--- src/rtl/sd_pkg.sv ---
// -----------------------------------------------------------------------------
// sd_pkg
// Shared definitions for the SD external-block Wishbone bridge:
//   - sd_state_t     : block-transfer state machine encoding
//   - SD_BLOCK_WORDS : 32-bit words in one 512-byte block
//   - SD_BLOCK_SHIFT : log2 of the block size in bytes
//   - sd_word_addr() : byte address of one word of one block
// -----------------------------------------------------------------------------
package sd_pkg;

    localparam int SD_BLOCK_WORDS = 128;
    localparam int SD_BLOCK_SHIFT = 9;
    localparam int SD_WORD_W      = 7;

    typedef enum logic [2:0] {
        IDLE     = 3'd0,
        RD_BUS   = 3'd1,
        RD_STORE = 3'd2,
        RD_GO    = 3'd3,
        WR_FETCH = 3'd4,
        WR_LAT   = 3'd5,
        WR_BUS   = 3'd6,
        WR_DONE  = 3'd7
    } sd_state_t;

    // Block and word offsets are added in 32-bit arithmetic, so addresses
    // beyond the top of the bus simply wrap around.
    function automatic logic [31:0] sd_word_addr(
        input logic [31:0]          base,
        input logic [31:0]          blk,
        input logic [SD_WORD_W-1:0] word
    );
        logic [31:0] blk_off;
        blk_off = blk << SD_BLOCK_SHIFT;
        return base + blk_off + {23'd0, word, 2'b00};
    endfunction

endpackage

--- src/rtl/sd_wb_single.sv ---
// -----------------------------------------------------------------------------
// sd_wb_single
// Single-word classic Wishbone master engine. A start request launches one
// access; stb is held until the slave terminates it, then drops, so back-to-
// back words always see at least one idle strobe cycle between them.
//
// Ports:
//   clk, reset        clock / synchronous active-high reset
//   start             request a new access (ignored while one is in flight)
//   we, adr, dat_w    access type, byte address, write data (sampled on start)
//   stb_o, we_o,
//   adr_o, dat_o      registered Wishbone master outputs
//   dat_i, ack_i,
//   err_i             Wishbone slave responses
//   done              one-cycle pulse: the current access terminated
//   err_done          one-cycle pulse: the access terminated with an error
//   rdata             registered read data (zero for an errored read)
//
// Build option: SD_EXT_WB_ERR_EN makes err_i terminate an access; otherwise
// err_i is ignored and only ack_i ends an access.
// -----------------------------------------------------------------------------
module sd_wb_single (
    input  logic        clk,
    input  logic        reset,
    input  logic        start,
    input  logic        we,
    input  logic [31:0] adr,
    input  logic [31:0] dat_w,
    output logic        stb_o,
    output logic        we_o,
    output logic [31:0] adr_o,
    output logic [31:0] dat_o,
    input  logic [31:0] dat_i,
    input  logic        ack_i,
    input  logic        err_i,
    output logic        done,
    output logic        err_done,
    output logic [31:0] rdata
);

    logic        stb_q, stb_d;
    logic        we_q, we_d;
    logic [31:0] adr_q, adr_d;
    logic [31:0] dat_q, dat_d;
    logic [31:0] rdata_q, rdata_d;
    logic        err_eff;
    logic        hit;

`ifdef SD_EXT_WB_ERR_EN
    assign err_eff = err_i;
`else
    logic unused_err_i;
    assign unused_err_i = err_i;
    assign err_eff      = 1'b0;
`endif

    // A response only counts while our strobe is actually out.
    assign hit = stb_q & (ack_i | err_eff);

    always_comb begin
        stb_d   = stb_q;
        we_d    = we_q;
        adr_d   = adr_q;
        dat_d   = dat_q;
        rdata_d = rdata_q;
        if (hit) begin
            stb_d = 1'b0;
            if (!we_q) begin
                rdata_d = err_eff ? 32'h0 : dat_i;
            end
        end else if (start && !stb_q) begin
            stb_d = 1'b1;
            we_d  = we;
            adr_d = adr;
            dat_d = we ? dat_w : 32'h0;
        end
    end

    always_ff @(posedge clk) begin
        if (reset) begin
            stb_q   <= 1'b0;
            we_q    <= 1'b0;
            adr_q   <= 32'h0;
            dat_q   <= 32'h0;
            rdata_q <= 32'h0;
        end else begin
            stb_q   <= stb_d;
            we_q    <= we_d;
            adr_q   <= adr_d;
            dat_q   <= dat_d;
            rdata_q <= rdata_d;
        end
    end

    assign stb_o    = stb_q;
    assign we_o     = we_q;
    assign adr_o    = adr_q;
    assign dat_o    = dat_q;
    assign rdata    = rdata_q;
    assign done     = hit;
    assign err_done = hit & err_eff;

endmodule

--- src/rtl/sd_ext_wb.sv ---
// -----------------------------------------------------------------------------
// sd_ext_wb
// Moves 512-byte blocks between local dual-port buffers and a Wishbone bus,
// one classic single-word access at a time, with cyc held for the block.
//
// Parameters:
//   BASE_ADDR    Wishbone byte address of block 0
//   BLOCK_WORDS  32-bit words per block
//
// Ports:
//   clk_50, reset                      clock / synchronous active-high reset
//   ext_read_act/addr/stop, ext_read_go    block-read request handshake
//   ext_write_act/addr, ext_write_done     block-write request handshake
//   bram_rd_ext_addr/wren/data         write port of the read buffer
//   bram_wr_ext_addr, bram_wr_ext_q    read port of the write buffer
//                                      (data one cycle after the address)
//   wbm_*                              classic Wishbone master
//   xfer_err                           sticky bus-error flag
//
// Build option: SD_EXT_WB_ERR_EN enables bus-error termination and the
// sticky xfer_err flag; when undefined, wbm_err_i is ignored and xfer_err=0.
// -----------------------------------------------------------------------------
module sd_ext_wb
    import sd_pkg::*;
#(
    parameter logic [31:0] BASE_ADDR   = 32'h0000_0000,
    parameter int          BLOCK_WORDS = SD_BLOCK_WORDS
) (
    input  logic        clk_50,
    input  logic        reset,
    input  logic        ext_read_act,
    input  logic [31:0] ext_read_addr,
    input  logic        ext_read_stop,
    output logic        ext_read_go,
    input  logic        ext_write_act,
    input  logic [31:0] ext_write_addr,
    output logic        ext_write_done,
    output logic [6:0]  bram_rd_ext_addr,
    output logic        bram_rd_ext_wren,
    output logic [31:0] bram_rd_ext_data,
    output logic [6:0]  bram_wr_ext_addr,
    input  logic [31:0] bram_wr_ext_q,
    output logic [31:0] wbm_adr_o,
    output logic [31:0] wbm_dat_o,
    input  logic [31:0] wbm_dat_i,
    output logic        wbm_we_o,
    output logic [3:0]  wbm_sel_o,
    output logic        wbm_cyc_o,
    output logic        wbm_stb_o,
    input  logic        wbm_ack_i,
    input  logic        wbm_err_i,
    output logic        xfer_err
);

    localparam logic [6:0] LAST_WORD = 7'(BLOCK_WORDS - 1);

    sd_state_t   state_q, state_d;
    logic [31:0] blk_q, blk_d;
    logic [6:0]  cnt_q, cnt_d;
    logic        cyc_q, cyc_d;
    logic        go_q, go_d;
    logic        done_q, done_d;

    logic        eng_start;
    logic        eng_we;
    logic [31:0] eng_adr;
    logic        eng_done;
    logic        eng_err;
    logic [31:0] eng_rdata;
    logic        last_word;

    assign last_word = (cnt_q == LAST_WORD);
    assign eng_start = (state_q == RD_BUS) || (state_q == WR_BUS);
    assign eng_we    = (state_q == WR_BUS);
    assign eng_adr   = sd_word_addr(BASE_ADDR, blk_q, cnt_q);

    // The write buffer address is held at the current word from WR_FETCH
    // through WR_BUS, so its registered output is still valid when the
    // engine samples it at the start of the bus access.
    sd_wb_single u_wb (
        .clk      (clk_50),
        .reset    (reset),
        .start    (eng_start),
        .we       (eng_we),
        .adr      (eng_adr),
        .dat_w    (bram_wr_ext_q),
        .stb_o    (wbm_stb_o),
        .we_o     (wbm_we_o),
        .adr_o    (wbm_adr_o),
        .dat_o    (wbm_dat_o),
        .dat_i    (wbm_dat_i),
        .ack_i    (wbm_ack_i),
        .err_i    (wbm_err_i),
        .done     (eng_done),
        .err_done (eng_err),
        .rdata    (eng_rdata)
    );

    always_comb begin
        state_d = state_q;
        blk_d   = blk_q;
        cnt_d   = cnt_q;
        cyc_d   = cyc_q;
        go_d    = go_q;
        done_d  = done_q;
        case (state_q)
            IDLE: begin
                // Reads take priority over a simultaneous write request.
                if (ext_read_act) begin
                    blk_d   = ext_read_addr;
                    cnt_d   = 7'd0;
                    cyc_d   = 1'b1;
                    state_d = RD_BUS;
                end else if (ext_write_act && !done_q) begin
                    blk_d   = ext_write_addr;
                    cnt_d   = 7'd0;
                    cyc_d   = 1'b1;
                    state_d = WR_FETCH;
                end
            end
            RD_BUS: begin
                if (eng_done) begin
                    state_d = RD_STORE;
                end
            end
            RD_STORE: begin
                cnt_d = cnt_q + 7'd1;
                if (last_word) begin
                    cyc_d   = 1'b0;
                    go_d    = 1'b1;
                    state_d = RD_GO;
                end else begin
                    state_d = RD_BUS;
                end
            end
            RD_GO: begin
                if (ext_read_stop) begin
                    go_d = 1'b0;
                end
                // Leave only after the handshake completed and the requester
                // has released both act and stop, so a lingering act cannot
                // retrigger the same block.
                if (!go_q && !ext_read_act && !ext_read_stop) begin
                    state_d = IDLE;
                end
            end
            WR_FETCH: begin
                state_d = WR_LAT;
            end
            WR_LAT: begin
                state_d = WR_BUS;
            end
            WR_BUS: begin
                if (eng_done) begin
                    if (last_word) begin
                        cyc_d   = 1'b0;
                        done_d  = 1'b1;
                        state_d = WR_DONE;
                    end else begin
                        cnt_d   = cnt_q + 7'd1;
                        state_d = WR_FETCH;
                    end
                end
            end
            WR_DONE: begin
                if (!ext_write_act) begin
                    done_d  = 1'b0;
                    state_d = IDLE;
                end
            end
            default: begin
                state_d = IDLE;
                cyc_d   = 1'b0;
                go_d    = 1'b0;
                done_d  = 1'b0;
            end
        endcase
    end

    always_ff @(posedge clk_50) begin
        if (reset) begin
            state_q <= IDLE;
            blk_q   <= 32'h0;
            cnt_q   <= 7'd0;
            cyc_q   <= 1'b0;
            go_q    <= 1'b0;
            done_q  <= 1'b0;
        end else begin
            state_q <= state_d;
            blk_q   <= blk_d;
            cnt_q   <= cnt_d;
            cyc_q   <= cyc_d;
            go_q    <= go_d;
            done_q  <= done_d;
        end
    end

`ifdef SD_EXT_WB_ERR_EN
    logic xfer_err_q, xfer_err_d;

    always_comb begin
        xfer_err_d = xfer_err_q;
        if (eng_err) begin
            xfer_err_d = 1'b1;
        end
    end

    always_ff @(posedge clk_50) begin
        if (reset) begin
            xfer_err_q <= 1'b0;
        end else begin
            xfer_err_q <= xfer_err_d;
        end
    end

    assign xfer_err = xfer_err_q;
`else
    logic unused_eng_err;
    assign unused_eng_err = eng_err;
    assign xfer_err       = 1'b0;
`endif

    assign bram_rd_ext_addr = cnt_q;
    assign bram_rd_ext_wren = (state_q == RD_STORE);
    assign bram_rd_ext_data = eng_rdata;
    assign bram_wr_ext_addr = cnt_q;
    assign wbm_cyc_o        = cyc_q;
    assign wbm_sel_o        = 4'hF;
    assign ext_read_go      = go_q;
    assign ext_write_done   = done_q;

endmodule

--- config.mk ---
export PLATFORM = sky130hd
export DESIGN_NAME = sd_ext_wb
export DESIGN_NICKNAME = d
export VERILOG_FILES = /design/src/rtl/sd_pkg.sv /design/src/rtl/sd_wb_single.sv /design/src/rtl/sd_ext_wb.sv
export SDC_FILE = /design/constraint.sdc
export NUM_CORES = 1
export LEC_CHECK = 0
export BUFFER_PORTS_ARGS = -buffer_cell sky130_fd_sc_hd__buf_2
export CELL_PAD_IN_SITES_DETAIL_PLACEMENT = 1
export CELL_PAD_IN_SITES_GLOBAL_PLACEMENT = 2
export CORE_MARGIN = 2
export CORE_UTILIZATION = 25
export DETAILED_ROUTE_END_ITERATION = 7
export GPL_TIMING_DRIVEN = 0
export PLACE_DENSITY = 0.78
export SYNTH_ARGS = -nofsm -noshare
export SYNTH_HDL_FRONTEND = slang
export SYNTH_SLANG_ARGS = --single-unit
--- constraint.sdc ---
create_clock -name clk_50 -period 3.7 [get_ports clk_50]
set_input_delay 0.555 -clock clk_50 [delete_from_list [all_inputs] [get_ports clk_50]]
set_output_delay 0.555 -clock clk_50 [all_outputs]
set_load 0.03 [all_outputs]
==> results of run 1 <==
==> report_power, final <==
group | internal [uW] | total [uW] | switching, uW
clock network | 999 | 1630 | 632
registers | 1580 | 1670 | 86.7
logic | 374 | 1120 | 751
total | 2950 | 4420 | 1470
==> flip-flops by register name, indices dropped and copies added, names as in the netlist <==
name              flops
blk_q                23
bram_rd_ext_addr      7
ext_read_go           1
ext_write_done        1
state_q               3
u_wb.adr_o           30
u_wb.dat_o           32
u_wb.rdata           32
u_wb.stb_o            1
u_wb.we_o             1
wbm_cyc_o             1
==> layout by cell type (no fill, tap or decap), types with 2 or more instances in the layout <==
cell type	instances
sky130_fd_sc_hd__a211o_1	3
sky130_fd_sc_hd__dfxtp_1	132
sky130_fd_sc_hd__clkbuf_16	17
sky130_fd_sc_hd__nor3b_2	2
sky130_fd_sc_hd__buf_1	3
sky130_fd_sc_hd__buf_6	2
sky130_fd_sc_hd__nor2b_1	4
sky130_fd_sc_hd__buf_4	21
sky130_fd_sc_hd__o211ai_1	3
sky130_fd_sc_hd__a211oi_1	22
sky130_fd_sc_hd__a22oi_1	32
sky130_fd_sc_hd__and2_1	2
sky130_fd_sc_hd__or3_1	5
sky130_fd_sc_hd__conb_1	7
sky130_fd_sc_hd__o311ai_1	2
sky130_fd_sc_hd__a211oi_2	6
sky130_fd_sc_hd__a311oi_1	2
sky130_fd_sc_hd__inv_1	4
sky130_fd_sc_hd__clkbuf_1	24
sky130_fd_sc_hd__mux2i_1	27
sky130_fd_sc_hd__nor2_1	66
sky130_fd_sc_hd__nand2_1	131
sky130_fd_sc_hd__nor3_1	3
sky130_fd_sc_hd__a2bb2oi_1	2
sky130_fd_sc_hd__o21ai_0	2
sky130_fd_sc_hd__nand3_1	10
sky130_fd_sc_hd__clkinv_2	5
sky130_fd_sc_hd__nand2b_1	4
sky130_fd_sc_hd__clkinvlp_4	2
sky130_fd_sc_hd__bufinv_16	2
sky130_fd_sc_hd__a21oi_1	69
sky130_fd_sc_hd__buf_2	244
==> routing by layer <==
layer | vias up | track usage [%]
li1 | 2601 | -
met1 | 2519 | 20.8
met2 | 170 | 26.6
met3 | 17 | 5.37
met4 | 0 | 5.47
met5 | - | 0
==> tightest hold or removal path, cell delays in order <==
cell and delay (ns):
sky130_fd_sc_hd__buf_2 0.10, sky130_fd_sc_hd__nand2_1 0.04, sky130_fd_sc_hd__a21oi_1 0.05
==> kinds of logic after synthesis <==
kind of cell,count (synthesis)
flip-flops,132
AND/OR/NAND/NOR,234
AO/OA/AOI/OAI,155
adder cells (fa/ha/maj),1
other,2
multiplexers,27
buffers and inverters,67
==> how the worst max path moves through the flow <==
stage / slack (ns) / from / endpoint
finish: 1.59 / state_q[2]$_SDFFE_PP0P_ / bram_rd_ext_wren
global route: 1.46 / state_q[2]$_SDFFE_PP0P_ / bram_rd_ext_wren
CTS: 1.54 / state_q[2]$_SDFFE_PP0P_ / bram_rd_ext_wren
detailed placement: 1.48 / reset / blk_q[18]$_SDFFE_PP0P_
global placement: 1.47 / reset / u_wb.dat_o[2]$_SDFFE_PP0P_
floorplan: 2.08 / bram_rd_ext_addr[0]$_SDFFE_PP0P_ / state_q[0]$_SDFFE_PP0P_
==> final cells by class <==
class,count,share of cell area (%)
Sequential cell,132,35.8
Multi-Input combinational cell,424,31.6
Timing Repair Buffer,228,15.4
Clock buffer,21,6.10
Buffer,63,4.74
Tap cell,275,4.66
Clock inverter,10,1.47
Inverter,4,0.203
==> per-stage QoR <==
step / setup slack (ns) / utilization, %
floorplan: 2.08 / -
global placement: 1.47 / 32.6
detailed placement: 1.48 / 32.6
CTS: 1.54 / 35.2
global route: 1.46 / 35.2
finish: 1.59 / 35.2
==> summary.txt, run 1 <==
Min path
  • HP Class: in -> reg
  • Endpoint of the worst hold-timing path: u_wb.rdata[18]$_SDFFE_PP0P_
  • Worst Min Path Start: wbm_dat_i[18]
  • Worst Hold Path Cells: 3

Yosys
  • Post-synthesis share of cell area spent on and, or, nand and nor gates: 18.4%
  • Number of register bits inferred by synthesis: 132
  • Adder and majority gate portion of the synthesized area: 0.235%
  • Number of cells produced by synthesis: 618
  • Xor and xnor area share after synthesis: 0%
  • Most used standard cell by instance count after synthesis: sky130_fd_sc_hd__dfxtp_1
  • Post-Synthesis Cell Area: 5320 um^2
  • Multiplexer share of the synthesized area: 5.08%
  • Share of flip-flops with an asynchronous set or reset after synthesis: 0%
  • Commonest cells post-synth: sky130_fd_sc_hd__dfxtp_1, sky130_fd_sc_hd__nand2_1, sky130_fd_sc_hd__a21oi_1, sky130_fd_sc_hd__nor2_1, sky130_fd_sc_hd__a22oi_1
  • Number of synthesized flops with an enable pin: 0
  • Dominant cell type by area after synthesis: sky130_fd_sc_hd__dfxtp_1
  • Yosys synthesis warning count: 0
  • Ranking of synthesized cells by area: sky130_fd_sc_hd__dfxtp_1, sky130_fd_sc_hd__nand2_1, sky130_fd_sc_hd__a21oi_1
  • Dominant combinational cell family by area after synthesis: compound AO/OA/AOI/OAI gates
  • Sequential cell area fraction in the yosys report: 49.6%
  • Number of distinct standard cells referenced by the synthesized netlist: 48
  • Syn avg cell area: 8.61 um^2
  • Share of the synthesized area in the top cell type: 49.6%
  • Primary flip-flop cell chosen by synthesis mapping: sky130_fd_sc_hd__dfxtp_1
  • Fraction of the mapped netlist area in compound gates: 19.7%

Clock tree
  • Number of buffers on the longest clock path: 2
  • Hold Buf Count CTS: 0
  • Number of setup buffers added after CTS: 0
  • Post-cts sizing count: 0
  • TritonCTS clock tree: done
  • Clock root cell: sky130_fd_sc_hd__clkbuf_16
  • Number of buffers inserted during clock tree synthesis: 17
  • Sink Count: 132
  • Count of H-tree levels built during CTS: 4
  • Worst-Skew Late Latency: 0.42 ns
  • Clock-pin slew reported for the worst setup and hold paths after clock tree synthesis: 0.06 ns

Placed design
  • RD Place Congestion: 0.763
  • HPWL Detailed: 13600 um
  • Count of port buffers added during placement: 228
  • Total placed instance area: 6830 um^2
  • Placed Cells incl. Taps: 1126

Pwr
  • IR Drop Worst-Case VDD: 287 uV
  • Total power density per cell area: 599 nW/um^2
  • Lkg Pwr: 0.00330 uW
  • Total power: 4420 uW

Floorplanning
  • Die X-Extent: 150 um
  • Number of rows created at floorplan: 53
  • Die Span Y: 150 um
  • I/O pin count: 256
  • Effective utilization at floorplan: 25.4%
  • Die Outline Area: 22500 um^2
  • Area of the placeable core: 21000 um^2

STA
  • Final number of max-transition violations: 0
  • Period utilization: 57.1%
  • Max Freq: 0.473 GHz
  • Final setup skew: 0.00976 ns
  • RSZ-0062 raised after global routing: no
  • Min Clock Period, post-route: 2.11 ns
  • Final-layout setup total negative slack: 0 ns
  • Slew Limit Headroom: 55.8%
  • Actual transition at the worst max-transition pin: 0.663 ns
  • Final-layout worst hold slack: 0.372 ns
  • Number of hold violations in the final report: 0
  • Final-report setup violation count: 0

Routing
  • First-iteration detailed-routing DRC count: 249
  • Routed length on met3: 1310 um
  • Number of optimization iterations in the first detailed-route pass: 6
  • Routed wire per std cell: 15.8 um
  • Detailed-route DRC error count: 0
  • Per-cell via count in the routed design: 4.59
  • Antenna-violating nets left: 0
  • Top layer used by detailed routing: met4
  • Routed wire length on met2: 8340 um
  • Via count of the routed design: 5307
  • Post-Route M1 WL: 8300 um
  • Total Wirelength: 18200 um

Layout
  • Area of combinational cells with multiple inputs: 2330 um^2
  • Total area of sequential cells: 2640 um^2
  • Filler Cells Inserted: 2581
  • Non-Filler Instances: 1157
  • Layout cells sized above 1: 34.9%
  • Area of all placed cells without fillers: 7390 um^2
  • Area added between synthesis and finish: 38.8%
  • Fin nets: 1006
  • Number of inserted diodes: 0

Setup path
  • Number of gates on the worst path with buffers counted: 4
  • Capture point of the worst reg-to-reg path: u_wb.rdata[11]$_SDFFE_PP0P_
  • Worst path max stage delay: 0.35 ns
  • Cell type of the slowest stage on the worst timing path: sky130_fd_sc_hd__clkbuf_1
  • Required time of the worst setup path: 3.14 ns
  • Maximum fanout along the worst path: 10
  • Cell class contributing the biggest share of worst-path delay: buffers and inverters
  • Crit Path Category: reg -> out
  • WP data arrival: 1.56 ns
  • Worst Setup End Kind: output port
  • Type of origin of the critical path: flop
  • Count of buffer and inverter cells on the critical path: 3
  • Depth of the worst register-to-register path: 5
  • CP cell instances: buf_4, clkbuf_1, nor2_1, buf_2
  • Reg-to-reg startpoint: u_wb.stb_o$_SDFFE_PP0P_
  • Reg2Reg Setup Slack: 1.94 ns

Global routing
  • Overall routing resource usage: 16.5%
  • Largest net degree at the start of global routing: 17
  • Via count of the first global-routing pass: 5507
  • Initial antenna violation count: 0
  • Wire length of the first global-routing pass: 28800 um
  • Leftover overflow at the end of global routing: 0

Flow run
  • Max cap viols: 0

Outcome
  • Status: finished, final reports clean
(Power assumes the default switching activity.)
==> run 2, diff against run 1 <==
ABC_AREA = 1   (was not set)
CORE_UTILIZATION = 24   (was 25)
PLACE_DENSITY = 0.79   (was 0.78)
clock period = 1.97 ns   (was 3.7 ns; I/O delays follow)
==> summary.txt, run 2 <==
Yosys
  • Dominant cell type by area after synthesis: sky130_fd_sc_hd__dfxtp_1 (unchanged)
  • Commonest cells post-synth: sky130_fd_sc_hd__nand2_1, sky130_fd_sc_hd__dfxtp_1, sky130_fd_sc_hd__nor2_1, sky130_fd_sc_hd__a21oi_1, sky130_fd_sc_hd__o21ai_0 (was sky130_fd_sc_hd__dfxtp_1, sky130_fd_sc_hd__nand2_1, sky130_fd_sc_hd__a21oi_1, sky130_fd_sc_hd__nor2_1, sky130_fd_sc_hd__a22oi_1)
  • Number of cells produced by synthesis: 723 (was 618)
  • Number of synthesized flops with an enable pin: 0 (unchanged)
  • Yosys synthesis warning count: 0 (unchanged)
  • Share of flip-flops with an asynchronous set or reset after synthesis: 0% (unchanged)
  • Number of distinct standard cells referenced by the synthesized netlist: 27 (was 48)
  • Most used standard cell by instance count after synthesis: sky130_fd_sc_hd__nand2_1 (was sky130_fd_sc_hd__dfxtp_1)
  • Primary flip-flop cell chosen by synthesis mapping: sky130_fd_sc_hd__dfxtp_1 (unchanged)
  • Post-Synthesis Cell Area: 5310 um^2 (was 5320 um^2)
  • Syn avg cell area: 7.35 um^2 (was 8.61 um^2)
  • Share of the synthesized area in the top cell type: 49.8% (was 49.6%)
  • Sequential cell area fraction in the yosys report: 49.8% (was 49.6%)
  • Number of register bits inferred by synthesis: 132 (unchanged)
  • Ranking of synthesized cells by area: sky130_fd_sc_hd__dfxtp_1, sky130_fd_sc_hd__nand2_1, sky130_fd_sc_hd__a21oi_1 (unchanged)

STA
  • Actual transition at the worst max-transition pin: 0.571 ns (was 0.663 ns)
  • Final setup slack of the worst path: 0.224 ns (was 1.59 ns)
  • Final setup skew: 0.00995 ns (was 0.00976 ns)
  • Period utilization: 88.6%
  • Number of hold violations in the final report: 0 (unchanged)
  • Slew Limit Headroom: 61.9% (was 55.8%)
  • Min Clock Period, post-route: 1.75 ns
  • Final-layout setup total negative slack: 0 ns (unchanged)
  • RSZ-0062 raised after global routing: no (unchanged)
  • Final number of max-transition violations: 0 (unchanged)
  • Final-report setup violation count: 0 (unchanged)
  • Max Freq: 0.573 GHz
  • Final-layout worst hold slack: 0.0989 ns (was 0.372 ns)

Pwr
  • Total power density per cell area: 1560 nW/um^2 (was 599 nW/um^2)
  • Flop pwr share: 32.6% (was 37.7%)
  • Fraction of power spent switching nets: 41.0% (was 33.2%)
  • Internal power: 6880 uW (was 2950 uW)
  • IR Drop Worst-Case VDD: 510 uV (was 287 uV)
  • Combinational share of power: 38.1% (was 25.4%)
  • Psw: 4780 uW (was 1470 uW)
  • Lkg Pwr: 0.00366 uW (was 0.00330 uW)
  • Clock Power Share: 29.3% (was 36.9%)

Setup path
  • Crit Path Category: reg -> reg (was reg -> out)
  • Maximum fanout along the worst path: 9 (was 10)
  • Cell repeated most along the worst path: sky130_fd_sc_hd__nand2_1
  • Worst Setup End Kind: flop (was output port)
  • Type of origin of the critical path: flop (unchanged)
  • Worst path max stage delay: 0.44 ns (was 0.35 ns)
  • Cell type of the slowest stage on the worst timing path: sky130_fd_sc_hd__dfxtp_1 (was sky130_fd_sc_hd__clkbuf_1)
  • CP cell instances: ha_1, nand3_1, nor2_4, nand2_1, nand2_1, nor2_4, nand2_1, a21oi_1 (was buf_4, clkbuf_1, nor2_1, buf_2)
  • Count of buffer and inverter cells on the critical path: 0 (was 3)
  • Cell class contributing the biggest share of worst-path delay: simple AND/OR/NAND/NOR gates (was buffers and inverters)
  • WP data arrival: 2.03 ns (was 1.56 ns)
  • Required time of the worst setup path: 2.25 ns (was 3.14 ns)

Layout
  • Leading cell type in the layout, fill and taps excluded: sky130_fd_sc_hd__buf_2 (unchanged)
  • Final design utilization: 34.3% (was 35.2%)
  • Layout cells sized above 1: 31.5% (was 34.9%)
  • Commonest cells after routing, fill and taps aside: sky130_fd_sc_hd__buf_2, sky130_fd_sc_hd__nand2_1, sky130_fd_sc_hd__dfxtp_1 (was sky130_fd_sc_hd__buf_2, sky130_fd_sc_hd__dfxtp_1, sky130_fd_sc_hd__nand2_1)
  • Fin nets: 1110 (was 1006)
  • Non-Filler Instances: 1268 (was 1157)
  • Area added between synthesis and finish: 40.5% (was 38.8%)

Global routing
  • Initial antenna violation count: 2 (was 0)
  • Overall routing resource usage: 15.8% (was 16.5%)
  • Leftover overflow at the end of global routing: 0 (unchanged)
  • Largest net degree at the start of global routing: 17 (unchanged)
  • Wire length of the first global-routing pass: 29600 um (was 28800 um)
  • Via count of the first global-routing pass: 5586 (was 5507)

Placed design
  • Placed Cells incl. Taps: 1235 (was 1126)
  • Count of port buffers added during placement: 227 (was 228)
  • HPWL Detailed: 14000 um (was 13600 um)
  • Pre-CTS worst setup slack: 0.0355 ns (was 1.48 ns)
  • RD Place Congestion: 0.738 (was 0.763)

Clock tree
  • Number of buffers inserted during clock tree synthesis: 17 (unchanged)
  • Number of setup buffers added after CTS: 0 (unchanged)
  • Worst-Skew Late Latency: 0.42 ns (about the same)
  • Number of buffers on the longest clock path: 2 (unchanged)
  • Post-cts sizing count: 0 (unchanged)
  • TritonCTS clock tree: done (unchanged)
  • Clock root cell: sky130_fd_sc_hd__clkbuf_16 (unchanged)
  • Clock-pin slew reported for the worst setup and hold paths after clock tree synthesis: 0.06 ns (about the same)
  • Sink Count: 132 (unchanged)
  • Hold Buf Count CTS: 0 (unchanged)
  • Count of H-tree levels built during CTS: 4 (unchanged)

Min path
  • HP Class: in -> reg (unchanged)

Flow run
  • Max cap viols: 0 (unchanged)

Routing
  • Routed wire per std cell: 14.4 um (was 15.8 um)
  • Per-cell via count in the routed design: 4.33 (was 4.59)
  • Via count of the routed design: 5490 (was 5307)
  • Number of optimization iterations in the first detailed-route pass: 4 (was 6)
  • Antenna-violating nets left: 0 (unchanged)
  • Total Wirelength: 18300 um (was 18200 um)
  • Detailed-route DRC error count: 0 (unchanged)
  • First-iteration detailed-routing DRC count: 189 (was 249)

Floorplanning
  • Die Outline Area: 23300 um^2 (was 22500 um^2)
  • Effective utilization at floorplan: 24.4% (was 25.4%)
  • I/O pin count: 256 (unchanged)
  • Number of rows created at floorplan: 54 (was 53)
  • Area of the placeable core: 21800 um^2 (was 21000 um^2)
  • Die Span Y: 153 um (was 150 um)
  • Die X-Extent: 153 um (was 150 um)

Outcome
  • Status: finished, final reports clean (unchanged)
run 2: changes by cell type after synthesis, sizes merged, moves of 5 or more:
| cell | before | now |
|---|---|---|
| mux2i | 27 | 0 |
| or3 | 5 | 0 |
| buf | 42 | 37 |
| nor2 | 66 | 102 |
| a211oi | 28 | 1 |
| nand2 | 131 | 177 |
| inv | 4 | 43 |
| a21oi | 69 | 93 |
| a22oi | 32 | 0 |
| o21ai | 3 | 96 |
run 2: power groups by stage:
stage | clock (uW) | sequential, uW | combinational [uW]
floorplan | 0 | 4820 | 2030
global placement | 0 | 3830 | 4480
detailed placement | 0 | 3850 | 4530
CTS | 3520 | 3800 | 4550
global route | 3650 | 3890 | 4920
finish | 3420 | 3800 | 4440
run 2: cell type report:
cell class	instances	area, um^2
antenna	2	5.00
sequential	132	2640
fill	2804	14300
clock inverter	12	178
timing repair buffer	227	1140
tap	280	350
buffer	58	325
clock buffer	19	453
inverter	44	165
multi-input combinational	494	2200
run 2: per-layer routing:
metal | wire (um) | vias up | global-route usage [%]
li1 | - | 2798 | -
met1 | 8180 | 2523 | 19.5
met2 | 8720 | 146 | 26.4
met3 | 1010 | 23 | 4.38
met4 | 346 | 0 | 6.04
met5 | 0 | - | 0
run 2: stage by stage:
stage	area, um^2	power (uW)
6_report	7460	11700
5_1_grt	7460	12500
3_5_place_dp	6820	8380
3_3_place_gp	6820	8310
4_1_cts	7450	11900
2_1_floorplan	5330	6850
run 2: worst reg2reg max path, delay by kind of cell, from the launching register on:
family | cells | cell delay, ns
fa+ha+maj | 1 | 0.25
flops | 1 | 0.44
simple gates | 6 | 0.86
compound gates | 1 | 0.06
run 2: final timing paths:
path	start	to	slack (ns)	depth (start not counted)
max	bram_rd_ext_addr[0]$_SDFFE_PP0P_	bram_rd_ext_addr[5]$_SDFFE_PP0P_	0.22	8
min	wbm_dat_i[27]	u_wb.rdata[27]$_SDFFE_PP0P_	0.1	3
max reg2reg	bram_rd_ext_addr[0]$_SDFFE_PP0P_	bram_rd_ext_addr[5]$_SDFFE_PP0P_	0.22	8
min reg2reg	blk_q[17]$_SDFFE_PP0P_	blk_q[17]$_SDFFE_PP0P_	0.46	2
run 2: logic make-up after synthesis:
group           share of synthesized area (%)
simple gates                             21.8
compound gates                           18.3
flops                                    49.8
buf+inv                                  9.23
xor+xnor                                0.495
other cells                             0.141
fa+ha+maj                               0.236
